[src/rtl/decode_stage_q.sv]
// decode_stage_q: decode stage of the multicycle datapath.
// A small instruction queue sits in front of the instruction register. The
// opcode and the extended immediate are decoded combinationally from the IR.
// Prefix instructions carry extra immediate bits for the instruction that
// follows them. The block also holds the comp code register.
module decode_stage_q #(
    parameter int                    INSTR_W   = 16,
    parameter int                    OPCODE_W  = 4,
    parameter int                    IMM_W     = 16,
    parameter int                    CC_W      = 2,
    parameter int                    DEPTH     = 2,
    parameter logic [OPCODE_W-1:0]   PREFIX_OP = 4'hE
) (
    input  logic                     CLK,
    input  logic                     reset,
    input  logic                     in_valid,
    output logic                     in_ready,
    input  logic [INSTR_W-1:0]       instr_in,
    input  logic                     irw,
    input  logic                     imm_sext,
    input  logic                     ccw,
    input  logic [CC_W-1:0]          cc_in,
    output logic [OPCODE_W-1:0]      opcodeOut,
    output logic [IMM_W-1:0]         immOut,
    output logic [CC_W-1:0]          compcodeOut,
    output logic                     ir_valid,
    output logic                     ir_prefixed,
    output logic [$clog2(DEPTH):0]   q_count
);

    localparam int FW    = INSTR_W - OPCODE_W;
    localparam int PTR_W = $clog2(DEPTH);
    localparam int CNT_W = PTR_W + 1;

    typedef enum logic {
        PFX_IDLE,
        PFX_PENDING
    } pfx_state_t;

    // Queue storage and bookkeeping
    logic [INSTR_W-1:0] mem [DEPTH];
    logic [PTR_W-1:0]   rd_ptr;
    logic [PTR_W-1:0]   wr_ptr;
    logic [CNT_W-1:0]   count;
    logic               push;
    logic               pop;

    // Head-of-queue views used when the IR is loaded
    logic [INSTR_W-1:0] head;
    logic [FW-1:0]      head_field;
    logic               head_is_pfx;

    // Prefix tracking
    pfx_state_t         state;
    pfx_state_t         state_next;
    logic               capture_pfx;
    logic               apply_pfx;
    logic [FW-1:0]      pfx_reg;
    logic [FW-1:0]      ir_pfx;

    // Instruction register and decode
    logic [INSTR_W-1:0] ir;
    logic [FW-1:0]      field;
    logic [2*FW-1:0]    joined;

    assign in_ready    = (count != CNT_W'(DEPTH));
    assign push        = in_valid && in_ready;
    assign pop         = irw && (count != '0);
    assign q_count     = count;

    assign head        = mem[rd_ptr];
    assign head_field  = head[INSTR_W-1:OPCODE_W];
    assign head_is_pfx = (head[OPCODE_W-1:0] == PREFIX_OP);

    // Queue pointers and occupancy; pointers wrap because DEPTH is a power of 2
    always_ff @(posedge CLK) begin
        // NOTE: non-blocking assignments on all state so every register
        // samples the pre-edge values, independent of statement order.
        if (reset) begin
            rd_ptr <= '0;
            wr_ptr <= '0;
            count  <= '0;
        end else begin
            if (push) wr_ptr <= wr_ptr + 1'b1;
            if (pop)  rd_ptr <= rd_ptr + 1'b1;
            case ({push, pop})
                2'b10:   count <= count + 1'b1;
                2'b01:   count <= count - 1'b1;
                default: count <= count;
            endcase
        end
    end

    // Queue storage write; entries are only read once counted valid
    always_ff @(posedge CLK) begin
        // NOTE: the storage array is deliberately not reset; occupancy is
        // tracked by count, so stale contents are never observed.
        if (push && !reset) mem[wr_ptr] <= instr_in;
    end

    // Prefix FSM: state register
    always_ff @(posedge CLK) begin
        if (reset) state <= PFX_IDLE;
        else       state <= state_next;
    end

    // Prefix FSM: next state, only a pop can move it
    always_comb begin
        // NOTE: default assignment first so no path leaves the signal unset,
        // which would otherwise infer a latch.
        state_next = state;
        if (pop) begin
            if (head_is_pfx) state_next = PFX_PENDING;
            else             state_next = PFX_IDLE;
        end
    end

    // Prefix FSM: strobes for capturing and consuming prefix bits
    always_comb begin
        capture_pfx = pop && head_is_pfx;
        apply_pfx   = pop && !head_is_pfx && (state == PFX_PENDING);
    end

    // Instruction register, its valid flag and the prefix data registers
    always_ff @(posedge CLK) begin
        if (reset) begin
            ir          <= '0;
            ir_valid    <= 1'b0;
            ir_prefixed <= 1'b0;
            ir_pfx      <= '0;
            pfx_reg     <= '0;
        end else begin
            if (pop) begin
                ir          <= head;
                ir_valid    <= 1'b1;
                ir_prefixed <= apply_pfx;
            end
            if (apply_pfx)   ir_pfx  <= pfx_reg;
            if (capture_pfx) pfx_reg <= head_field;
        end
    end

    assign opcodeOut = ir[OPCODE_W-1:0];
    assign field     = ir[INSTR_W-1:OPCODE_W];
    assign joined    = {ir_pfx, field};

    // Immediate build: the prefixed form ignores imm_sext
    always_comb begin
        if (ir_prefixed)   immOut = IMM_W'(joined);
        else if (imm_sext) immOut = IMM_W'($signed(field));
        else               immOut = IMM_W'(field);
    end

    // Comp code register, independent of queue and IR activity
    always_ff @(posedge CLK) begin
        if (reset)    compcodeOut <= '0;
        else if (ccw) compcodeOut <= cc_in;
    end

endmodule

[config.mk]
export PLATFORM = sky130hd
export DESIGN_NAME = decode_stage_q
export DESIGN_NICKNAME = d
export VERILOG_FILES = /design/src/rtl/decode_stage_q.sv
export SDC_FILE = /design/constraint.sdc
export NUM_CORES = 1
export LEC_CHECK = 0
export BUFFER_PORTS_ARGS = -buffer_cell sky130_fd_sc_hd__clkbuf_2
export CORE_MARGIN = 5
export CORE_UTILIZATION = 53
export DETAILED_ROUTE_END_ITERATION = 10
export GPL_ROUTABILITY_DRIVEN = 0
export PLACE_DENSITY = 0.78
export SYNTH_ARGS = -nofsm -noshare
export SYNTH_HDL_FRONTEND = slang
export SYNTH_SLANG_ARGS = --single-unit
[constraint.sdc]
create_clock -name CLK -period 2.77 [get_ports CLK]
set_input_delay 0.277 -clock CLK [delete_from_list [all_inputs] [get_ports CLK]]
set_output_delay 0.277 -clock CLK [all_outputs]
set_load 0.02 [all_outputs]
==> key figures, run 1 <==
Critical path
  – Arrival time of data at the critical path endpoint: roughly 1900 ps
  – Register-to-register path setup slack: about 1100 ps
  – Crit Reg-Reg Startpoint: q_count[0]
  – Slowest-stage cell, CP: sky130_fd_sc_hd__dfxtp_1
  – Worst-path cell chain: o21ai_1 > inv_2 > buf_4 > nand2_1 > or2_1 > mux2i_1
  – Number of cells on the worst reg-to-reg path: 6
  – Startpoint type of the worst setup path: register
  – Worst reg2reg endpoint: ir_pfx[3]
  – Slowest Stage Delay on Critical Path: approximately 430 ps
  – Crit end category: register
  – Kind of critical path: register to register
  – Crit-path max FO: between 40 and 50
  – Worst EP required: approximately 3000 ps

Clock tree
  – Total clock buffers created by CTS: 9
  – Clock tree from TritonCTS: done
  – Worst-path clk slew: 70 ps
  – Post-cts resize count: 0
  – CTS sink cnt: 66
  – Clock root buffer master: sky130_fd_sc_hd__clkbuf_8
  – Later-pin clock latency in the skew report: 320 ps
  – Post-CTS repair timing setup buffer count: 0
  – Number of buffers added to fix hold violations after cts: 0
  – Max Buffers Root-to-Sink: 2
  – H-tree level count: 3

Floorplan
  – Vertical extent of the die: approximately 80 µm
  – Die Footprint: 6080 µm²
  – I/O pin count: 51
  – Num rows: 24
  – Floorplan core area: approximately 4400 µm²
  – Starting utilization of the core area: a little under three fifths
  – Horizontal extent of the die: 78.0 µm

Logic synthesis
  – Synthesized area per cell: 13.0 µm²
  – Post-synthesis sequential element count: 66
  – Synth warn: 0
  – Post-Syn Area: approximately 2500 µm²
  – Count of distinct cell types in the synthesized netlist: 26
  – Post-Syn Instances: between 150 and 200
  – Part of the Yosys area used for sequential elements: between 60% and 70%
  – Nets in the synthesized netlist: about 210

Cells and area
  – Final net count: roughly 270
  – Share of final-layout standard cells stronger than drive strength 1: a little under 30%
  – Registers with the highest flip-flop counts: mem x32, ir x16
  – Flip-flop count of the largest register, all copies and words added: 32
  – Area growth from synthesis to final layout: 19.4%
  – Antenna fix cells: 0
  – Fillcell total: about 360
  – Most flop-heavy register: mem

Drt
  – Average wire per standard cell: ~14 µm
  – Drt total wl: about 4100 µm
  – Number of DRC violations after detailed routing: 0
  – Vias per inst: 5.09
  – Iteration count of the initial detailed-routing pass: 4
  – Residual antenna-violating net count after detailed routing: 0
  – Initial drt markers: 84
  – Total via count after detailed routing: roughly 1,500

Place
  – Number of buffers added on ports: 50
  – Pre-CTS setup slack: 1110 ps
  – HPWL reported at the end of detailed placement: approximately 2800 µm

Status
  – Run status: finished, final reports clean

Global routing
  – GR Util met1: between 10% and 20%
  – Number of antenna violations at the first check in global routing: 0
  – First-pass GRT wire length: 7210 µm
  – Vias in the first global route: around 1,500
  – GR peak layer: met2
  – GR Util met2: 24.0%
  – Met3 track demand over resource in global routing: 6.71%
  – Remaining Overflow, GRT: 0
  – Total GRT Usage: approximately 15%
  – Pin count of the biggest net entering global routing: 45

Min path
  – Worst-case hold path end point: mem[1][13]
  – Hold/Removal Path Class: input port to register
  – Number of cells on the worst hold path: 1
  – Min-delay src: instr_in[13]

STA
  – Total setup violations reported at the end of the flow: 0
  – Aggregate negative setup slack: 0 ps
  – Unrepaired setup endpoints after global routing: false
  – Timing-limited maximum frequency: about 600 MHz
  – Hold violation count in the final report: 0
  – Total count of max-transition violations in the final report: 0
  – Transition time at the pin with the least slew margin: about 410 ps
  – Fraction of the cycle the final worst path needs: between 60% and 70%
  – Setup Skew: ~5.9 ps
  – Least setup slack across all paths after layout: between 1000 and 1500 ps
  – Final hold slack: approximately 140 ps
  – Worst relative slew slack: approximately 73%
  – Final period demand of the worst path: 1680 ps

Power
  – Leakage Power: between 1 and 1.5 nW
  – Maximum resistive drop on vdd: 0.495 mV
  – Power density of the placed cells: a little over 900 nW/µm²

Run
  – Max capacitance violation total: 0
[cell usage after synthesis, drive strengths merged]
cell	number	share of area (%)
nand4b	1	0.97
nor2	24	3.7
nand3b	1	0.31
o21ai	2	0.41
xor2	2	0.71
or2	1	0.26
nor3b	1	0.31
buf	5	1.5
a21oi	7	1.4
o22ai	1	0.82
clkbuf	6	0.92
nor3	1	0.20
xnor2	2	0.71
nand2	13	2.0
a211oi	16	4.9
mux2i	22	9.0
a311oi	4	1.4
ha	1	0.51
nand4	1	0.26
edfxtp	32	39
inv	1	0.15
nand2b	9	2.3
or3	1	0.26
dfxtp	34	28
[routing by layer]
layer,vias to the layer above,part of all wire [%],wire length [µm]
met4,0,0.44,18
met2,45,48,1950
li1,796,-,-
met3,4,8.8,361
met1,683,43,1750
met5,-,0,0
[worst max-delay path by stage]
stage / start / end / slack (ps) / depth (start not counted)
6_report: q_count[0] / ir_pfx[3] / 1090 / 6
5_1_grt: q_count[0] / ir_pfx[0] / 890 / 6
4_1_cts: q_count[0] / ir_pfx[3] / 1090 / 6
3_5_place_dp: q_count[0] / ir_pfx[3] / 1110 / 6
3_3_place_gp: q_count[0] / ir_pfx[3] / 1160 / 6
2_1_floorplan: q_count[0] / mem[1][0] / 150 / 3
[cells by family after synthesis]
logic type,after synthesis,synth area share (%)
flip-flops,66,67.0
AO/OA/AOI/OAI,30,8.98
multiplexers,22,8.98
XOR/XNOR,4,1.43
buffers and inverters,12,2.60
AND/OR/NAND/NOR,53,10.5
adder cells (fa/ha/maj),1,0.510
[where the power goes]
part	internal, W	total [W]	leakage [nW]	switching [W]
logic	0.000288	0.000756	0.489	0.000468
registers	0.00119	0.00128	0.571	0.0000951
clock network	0.000368	0.000689	0.0908	0.000320
total	0.00185	0.00273	1.15	0.000884
[critical path: cells and delay by family (launching register included)]
| kind | cells | cell delay (ps) |
|---|---|---|
| buffers and inverters | 2 | 440 |
| DFF | 1 | 430 |
| and+or+nand+nor | 2 | 390 |
| muxes | 1 | 150 |
| AOI/OAI and AO/OA | 1 | 140 |
[per-stage QoR]
stage | total power (W) | utilization, % | cell area [µm²] | instances
6_report | 0.00273 | 66.3 | 2930 | 300
4_1_cts | 0.00276 | 66.3 | 2930 | 300
3_3_place_gp | 0.00205 | 62.4 | 2750 | 284
5_1_grt | 0.00291 | 66.3 | 2930 | 300
2_1_floorplan | 0.00185 | - | 2450 | 188
3_5_place_dp | 0.00207 | 62.4 | 2750 | 284
[layout make-up]
type | instances | area (µm²) | share of cell area, %
clock inverter | 3 | 13.8 | 0.470
inverter | 1 | 3.75 | 0.128
multi-input combinational | 110 | 756 | 25.8
timing repair buffer | 55 | 288 | 9.83
sequential | 66 | 1640 | 56.1
tap | 52 | 65.1 | 2.22
clock buffer | 13 | 159 | 5.43
[layout by cell type (no fill, tap or decap), types with 2 or more instances in the layout]
cell type,netlist,routed
sky130_fd_sc_hd__clkbuf_2,0,50
sky130_fd_sc_hd__mux2i_1,22,22
sky130_fd_sc_hd__a21oi_1,7,7
sky130_fd_sc_hd__clkinv_2,0,2
sky130_fd_sc_hd__edfxtp_1,32,32
sky130_fd_sc_hd__nand2_1,13,13
sky130_fd_sc_hd__clkbuf_1,6,2
sky130_fd_sc_hd__clkbuf_8,0,11
sky130_fd_sc_hd__a311oi_1,4,4
sky130_fd_sc_hd__xor2_1,2,2
sky130_fd_sc_hd__dfxtp_1,34,34
sky130_fd_sc_hd__nor2_1,24,24
sky130_fd_sc_hd__buf_4,0,5
sky130_fd_sc_hd__xnor2_1,2,2
sky130_fd_sc_hd__nand2b_1,9,9
sky130_fd_sc_hd__a211oi_1,16,16
Note: power is estimated with default switching activity, not from simulation.
==> inputs of run 2 (changes only) <==
--- a/config.mk
+++ b/config.mk
@@ -7,10 +7,10 @@
 export LEC_CHECK = 0
 export BUFFER_PORTS_ARGS = -buffer_cell sky130_fd_sc_hd__clkbuf_2
 export CORE_MARGIN = 5
-export CORE_UTILIZATION = 53
+export CORE_UTILIZATION = 48
 export DETAILED_ROUTE_END_ITERATION = 10
 export GPL_ROUTABILITY_DRIVEN = 0
-export PLACE_DENSITY = 0.78
+export PLACE_DENSITY = 0.74
 export SYNTH_ARGS = -nofsm -noshare
 export SYNTH_HDL_FRONTEND = slang
 export SYNTH_SLANG_ARGS = --single-unit
==> constraint.sdc (replaced) <==
create_clock -name CLK -period 1.5 [get_ports CLK]
set_input_delay 0.15 -clock CLK [delete_from_list [all_inputs] [get_ports CLK]]
set_output_delay 0.15 -clock CLK [all_outputs]
set_load 0.02 [all_outputs]
==> run 2 against run 1 <==
Net effect:
- clock skew is 1.7 ps lower
- count of clock-buffer cells in the layout fell by 3
- cell count is 12% higher
- clock power up 80%
- maximum frequency is 17% higher
- sequential share of layout area decreased by 4.5 points
- core utilization down 3.0 points
- critical path type unchanged
- largest cell class unchanged
- highest routed layer unchanged
==> key figures, run 2 (synthesized netlist as in run 1, its figures left out) <==
Status
  – Run status: finished, final reports clean (unchanged)

Global routing
  – First-pass GRT wire length: 7240 µm (was 7210 µm)
  – Pin count of the biggest net entering global routing: 31 (was 45)
  – Vias in the first global route: 1,639 (was 1,539)
  – Number of antenna violations at the first check in global routing: 0 (unchanged)
  – Total GRT Usage: 14.9% (was 15.0%)
  – Remaining Overflow, GRT: 0 (unchanged)

Critical path
  – Startpoint type of the worst setup path: register (unchanged)
  – Number of cells on the worst reg-to-reg path: 6 (unchanged)
  – Register-to-register path setup slack: 70 ps (was 1090 ps)
  – Worst-path cell chain: nand2b_4 > nand2_4 > ha_4 > xnor2_1 > or3_1 > a21oi_1 (was o21ai_1 > inv_2 > buf_4 > nand2_1 > or2_1 > mux2i_1)
  – Worst EP required: 1770 ps (was 2970 ps)
  – Crit end category: register (unchanged)
  – Slowest-stage cell, CP: sky130_fd_sc_hd__dfxtp_4 (was sky130_fd_sc_hd__dfxtp_1)
  – Crit-path max FO: 5 (was 44)
  – Depth of the critical timing path with buffers and inverters included: 6 (unchanged)
  – Buffering stage count on the worst path with inverters included: 0 (was 2)
  – Kind of critical path: register to register (unchanged)
  – Worst reg2reg endpoint: q_count[1] (was ir_pfx[3])
  – Arrival time of data at the critical path endpoint: 1700 ps (was 1880 ps)
  – Crit. Startpoint: q_count[0] (unchanged)
  – Crit Reg-Reg Startpoint: q_count[0] (unchanged)
  – Delay-heaviest family, CP: simple AND/OR/NAND/NOR gates (was buffers and inverters)
  – Slowest Stage Delay on Critical Path: 390 ps (was 430 ps)
  – Crit path to: q_count[1] (was ir_pfx[3])

Floorplan
  – Vertical extent of the die: 81.5 µm (was 78.0 µm)
  – Floorplan core area: 5040 µm² (was 4410 µm²)
  – Horizontal extent of the die: 81.5 µm (was 78.0 µm)
  – Die Footprint: 6640 µm² (was 6080 µm²)
  – I/O pin count: 51 (unchanged)
  – Num rows: 26 (was 24)
  – Starting utilization of the core area: 48.6% (was 55.5%)

Cells and area
  – Layout Utilization: 63.3% (was 66.3%)
  – Share of final-layout standard cells stronger than drive strength 1: 32.3% (was 29.4%)
  – Leading cell types in the layout, fill and taps excluded: sky130_fd_sc_hd__clkbuf_2, sky130_fd_sc_hd__dfxtp_1, sky130_fd_sc_hd__edfxtp_1, sky130_fd_sc_hd__nor2_1, sky130_fd_sc_hd__mux2i_1 (unchanged)
  – Registers with the highest flip-flop counts: mem x32, ir x16 (unchanged)
  – Number of standard cells in the layout, taps in and fillers out: 336 (was 300)
  – Final net count: 286 (was 268)
  – Flip-flop count of the largest register, all copies and words added: 32 (unchanged)
  – Most common cell after layout, fill and taps aside: sky130_fd_sc_hd__clkbuf_2 (unchanged)
  – Area growth from synthesis to final layout: 30.2% (was 19.4%)
  – Antenna fix cells: 0 (unchanged)
  – Most flop-heavy register: mem (unchanged)

Place
  – Number of buffers added on ports: 50 (unchanged)
  – HPWL reported at the end of detailed placement: 2910 µm (was 2820 µm)
  – Instance count after placement with tap cells included: 305 (was 284)

Drt
  – Residual antenna-violating net count after detailed routing: 0 (unchanged)
  – Average wire per standard cell: 12.8 µm (was 13.6 µm)
  – Initial drt markers: 71 (was 84)
  – Iteration count of the initial detailed-routing pass: 4 (unchanged)
  – Vias per inst: 4.83 (was 5.09)
  – Number of DRC violations after detailed routing: 0 (unchanged)
  – Drt total wl: 4310 µm (was 4080 µm)
  – Total via count after detailed routing: 1,624 (was 1,528)

STA
  – Setup Skew: 4.18 ps (was 5.87 ps)
  – Worst relative slew slack: 79.3% (was 72.7%)
  – Aggregate negative setup slack: 0 ps (unchanged)
  – Total count of max-transition violations in the final report: 0 (unchanged)
  – Final period demand of the worst path: 1430 ps (was 1680 ps)
  – Transition time at the pin with the least slew margin: 311 ps (was 410 ps)
  – Timing-limited maximum frequency: 697 MHz (was 596 MHz)
  – Fraction of the cycle the final worst path needs: 95.7% (was 60.6%)
  – Unrepaired setup endpoints after global routing: false (unchanged)
  – Total setup violations reported at the end of the flow: 0 (unchanged)
  – Hold violation count in the final report: 0 (unchanged)

Power
  – Maximum resistive drop on vdd: 0.825 mV (was 0.495 mV)
  – Power density of the placed cells: 1630 nW/µm² (was 932 nW/µm²)
  – Leakage Power: 1.25 nW (was 1.15 nW)

Run
  – Max capacitance violation total: 0 (unchanged)

Clock tree
  – H-tree level count: 3 (unchanged)
  – Later-pin clock latency in the skew report: 340 ps (was 320 ps)
  – Clock root buffer master: sky130_fd_sc_hd__clkbuf_8 (unchanged)
  – CTS sink cnt: 66 (unchanged)
  – Max Buffers Root-to-Sink: 2 (unchanged)
  – Worst-path clk slew: 70 ps (about the same)
  – Clock tree from TritonCTS: done (unchanged)
  – Total clock buffers created by CTS: 9 (unchanged)

Min path
  – Hold/Removal Path Class: input port to register (unchanged)
run 2: changes by cell type in the layout (fill, tap and decap cells not counted), moves of 2 or more:
cell,before,now
sky130_fd_sc_hd__clkbuf_8,11,9
sky130_fd_sc_hd__buf_12,0,2
sky130_fd_sc_hd__inv_4,0,2
sky130_fd_sc_hd__dlygate4sd3_1,0,14
sky130_fd_sc_hd__buf_4,5,7
sky130_fd_sc_hd__clkinv_2,2,4
sky130_fd_sc_hd__dfxtp_1,34,32
run 2: worst min path at each step:
stage / startpoint / endpoint / slack, ps / cells after the start
after global placement: instr_in[12] / mem[0][12] / 340 / 1
after floorplan: instr_in[0] / mem[0][0] / 250 / 0
after CTS: instr_in[14] / mem[1][14] / 6 / 1
final: instr_in[7] / mem[0][7] / 20 / 1
after detailed placement: instr_in[10] / mem[0][10] / 340 / 1
after global routing: instr_in[14] / mem[1][14] / 9 / 1
run 2: layer usage:
layer	global-route usage [%]	routed length, µm	up-vias
met4	11.1	118	0
met1	16.6	1810	738
met2	24.8	2100	42
met5	0	0	-
met3	3.29	280	11
li1	-	-	833
run 2: where the power goes:
group | internal (W) | switching [W]
registers | 0.00221 | 0.000191
clock network | 0.000589 | 0.000647
logic | 0.000661 | 0.000909
total | 0.00346 | 0.00175
run 2: layout make-up:
| class | count | area, µm² |
|---|---|---|
| timing repair buffer | 73 | 483 |
| clock buffer | 10 | 128 |
| inverter | 1 | 3.75 |
| fill | 419 | 1850 |
| clock inverter | 6 | 32.5 |
| sequential | 66 | 1650 |
| multi-input combinational | 110 | 810 |
| tap | 70 | 87.6 |
run 2: repair_timing:
action,in CTS,in global routing
setup buffers,0,1
hold endpoints to repair,28,0
setup endpoints to repair,0,5
hold buffers,14,0
gates resized for setup,0,1
run 2: through the flow:
stage | setup slack (ps) | power (W) | area (µm²) | hold WS (ps)
after floorplan | -100 | 0.00354 | 2530 | 249
after global placement | 105 | 0.00395 | 2880 | 340
after detailed placement | 67.0 | 0.00399 | 2880 | 343
after CTS | 55.4 | 0.00527 | 3180 | 6.30
after global routing | 3.60 | 0.00552 | 3190 | 9.26
final | 65.2 | 0.00520 | 3190 | 18.0
==> inputs of run 3 (changes only) <==
--- a/config.mk
+++ b/config.mk
@@ -6,11 +6,13 @@
 export NUM_CORES = 1
 export LEC_CHECK = 0
 export BUFFER_PORTS_ARGS = -buffer_cell sky130_fd_sc_hd__clkbuf_2
+export CELL_PAD_IN_SITES_DETAIL_PLACEMENT = 1
+export CELL_PAD_IN_SITES_GLOBAL_PLACEMENT = 2
 export CORE_MARGIN = 5
-export CORE_UTILIZATION = 48
+export CORE_UTILIZATION = 32
 export DETAILED_ROUTE_END_ITERATION = 10
 export GPL_ROUTABILITY_DRIVEN = 0
-export PLACE_DENSITY = 0.74
+export PLACE_DENSITY_LB_ADDON = 0.1
 export SYNTH_ARGS = -nofsm -noshare
 export SYNTH_HDL_FRONTEND = slang
 export SYNTH_SLANG_ARGS = --single-unit
==> run 3 against run 2 <==
Net effect:
- count of clock-buffer cells in the layout rose by 3
- combinational power rose by 6%
- setup slack got worse by 10 ps
- global-route usage fell by 3.6 points
- clock power barely moved
- largest cell class unchanged
- total power rose by 2.8%
- sequential power barely moved
- sequential share of layout area rose by 0.34 points
- cell count rose by 7.4%
==> key figures, run 3 (synthesized netlist as in run 1, its figures left out) <==
Clock tree
  – Total clock buffers created by CTS: 9 (unchanged)
  – H-tree level count: 3 (unchanged)
  – CTS sink cnt: 66 (unchanged)
  – Later-pin clock latency in the skew report: 320 ps (was 340 ps)
  – Max Buffers Root-to-Sink: 2 (unchanged)
  – Worst-path clk slew: 70 ps (about the same)
  – Clock root buffer master: sky130_fd_sc_hd__clkbuf_8 (unchanged)
  – Clock tree from TritonCTS: done (unchanged)

Place
  – Number of buffers added on ports: 50 (unchanged)
  – HPWL reported at the end of detailed placement: 3660 µm (was 2910 µm)
  – Pre-CTS setup slack: 30.8 ps (was 67.0 ps)
  – Area of placed instances: 2920 µm² (was 2880 µm²)

Critical path
  – Kind of critical path: register to register (unchanged)
  – Delay-heaviest family, CP: flip-flops (was simple AND/OR/NAND/NOR gates)
  – Worst-path cell chain: o21ai_4 > inv_4 > ha_4 > xnor2_1 > or3_1 > a21oi_1 (was nand2b_4 > nand2_4 > ha_4 > xnor2_1 > or3_1 > a21oi_1)
  – Slowest-stage cell, CP: sky130_fd_sc_hd__dfxtp_4 (unchanged)
  – Crit-path max FO: 5 (unchanged)
  – Arrival time of data at the critical path endpoint: 1690 ps (was 1700 ps)
  – Startpoint type of the worst setup path: register (unchanged)
  – Worst EP required: 1750 ps (was 1770 ps)
  – Crit end category: register (unchanged)
  – Buffering stage count on the worst path with inverters included: 1 (was 0)
  – Slowest Stage Delay on Critical Path: 370 ps (was 390 ps)

Cells and area
  – Final net count: 279 (was 286)
  – Post-route cell area: 3170 µm² (was 3190 µm²)
  – Flip-flop count of the largest register, all copies and words added: 32 (unchanged)
  – Registers with the highest flip-flop counts: mem x32, ir x16 (unchanged)
  – Antenna fix cells: 0 (unchanged)
  – Fillcell total: 830 (was 419)
  – Share of final-layout standard cells stronger than drive strength 1: 33.2% (was 32.3%)
  – Most common cell after layout, fill and taps aside: sky130_fd_sc_hd__clkbuf_2 (unchanged)
  – Most flop-heavy register: mem (unchanged)
  – Area growth from synthesis to final layout: 29.5% (was 30.2%)
  – Layout Utilization: 41.7% (was 63.3%)
  – Leading cell types in the layout, fill and taps excluded: sky130_fd_sc_hd__clkbuf_2, sky130_fd_sc_hd__dfxtp_1, sky130_fd_sc_hd__edfxtp_1, sky130_fd_sc_hd__nor2_1, sky130_fd_sc_hd__mux2i_1 (unchanged)

Drt
  – Initial drt markers: 29 (was 71)
  – Iteration count of the initial detailed-routing pass: 4 (unchanged)
  – Drt total wl: 5180 µm (was 4310 µm)
  – Average wire per standard cell: 14.3 µm (was 12.8 µm)
  – Vias per inst: 4.58 (was 4.83)
  – Total via count after detailed routing: 1,652 (was 1,624)
  – Number of DRC violations after detailed routing: 0 (unchanged)
  – Residual antenna-violating net count after detailed routing: 0 (unchanged)

Global routing
  – Number of antenna violations at the first check in global routing: 0 (unchanged)
  – Remaining Overflow, GRT: 0 (unchanged)
  – Pin count of the biggest net entering global routing: 37 (was 31)
  – First-pass GRT wire length: 8670 µm (was 7240 µm)
  – Vias in the first global route: 1,828 (was 1,639)
  – Total GRT Usage: 11.3% (was 14.9%)

Min path
  – Hold/Removal Path Class: input port to register (unchanged)

Run
  – Max capacitance violation total: 0 (unchanged)

STA
  – Fraction of the cycle the final worst path needs: 96.4% (was 95.7%)
  – Least setup slack across all paths after layout: 54.7 ps (was 65.2 ps)
  – Unrepaired setup endpoints after global routing: false (unchanged)
  – Transition time at the pin with the least slew margin: 351 ps (was 311 ps)
  – Final hold slack: 12.9 ps (was 18.0 ps)
  – Setup Skew: 9.99 ps (was 4.18 ps)
  – Total count of max-transition violations in the final report: 0 (unchanged)
  – Timing-limited maximum frequency: 692 MHz (was 697 MHz)
  – Hold violation count in the final report: 0 (unchanged)
  – Final period demand of the worst path: 1450 ps (was 1430 ps)
  – Total setup violations reported at the end of the flow: 0 (unchanged)
  – Worst relative slew slack: 76.6% (was 79.3%)

Power
  – Power density of the placed cells: 1690 nW/µm² (was 1630 nW/µm²)
  – Leakage Power: 1.22 nW (was 1.25 nW)
  – Maximum resistive drop on vdd: 0.891 mV (was 0.825 mV)

Floorplan
  – Horizontal extent of the die: 97.5 µm (was 81.5 µm)
  – I/O pin count: 51 (unchanged)
  – Starting utilization of the core area: 32.2% (was 48.6%)
  – Die Footprint: 9510 µm² (was 6640 µm²)
  – Vertical extent of the die: 97.5 µm (was 81.5 µm)
  – Num rows: 32 (was 26)
  – Floorplan core area: 7610 µm² (was 5040 µm²)

Status
  – Run status: finished, final reports clean (unchanged)
==> run 3: path summary, 6_finish.rpt <==
path / from / to / slack [ps] / depth (start not counted)
max reg2reg: q_count[1] / q_count[1] / 50 / 6
min reg2reg: ir_valid / ir_valid / 470 / 2
max: q_count[1] / q_count[1] / 50 / 6
min: instr_in[1] / mem[1][1] / 10 / 1
==> run 3: report_power, final <==
group | leakage, nW | internal [W] | switching [W]
combinational | 0.562 | 0.000703 | 0.000971
clock | 0.0834 | 0.000642 | 0.000627
sequential | 0.573 | 0.00221 | 0.000196
==> run 3: layer usage <==
layer  global-route usage [%]  up-vias  part of all wire (%)  wire [µm]
met5                        0        -                     0          0
met4                     5.43        0                  0.66         34
met3                     2.73        4                   4.5        231
met2                     20.0       37                    53       2760
met1                     12.7      791                    41       2150
li1                         -      820                     -          -
==> run 3: area by class of cell <==
class | count | area [µm²] | share of cell area [%]
clock buffers | 13 | 149 | 4.69
clock inverters | 3 | 17.5 | 0.552
inverters | 1 | 6.26 | 0.197
multi-input cells | 110 | 816 | 25.7
flip-flops and latches | 66 | 1650 | 52.0
well taps | 102 | 128 | 4.02
repair buffers | 66 | 409 | 12.9
==> run 3: timing repair <==
action                                  in CTS  in global routing
hold endpoints to repair                     8                  0
endpoints found under the setup margin       0                  4
gates resized for setup                      0                  4
hold buffers                                 4                  0
buffers inserted                             0                  4
==> run 3: per-stage QoR <==
step	power [W]	std cells	TNS [ps]
after floorplan	0.00354	188	-1750
after global placement	0.00396	337	0
after detailed placement	0.00405	337	0
after CTS	0.00535	357	0
after global routing	0.00568	361	0
final	0.00535	361	0
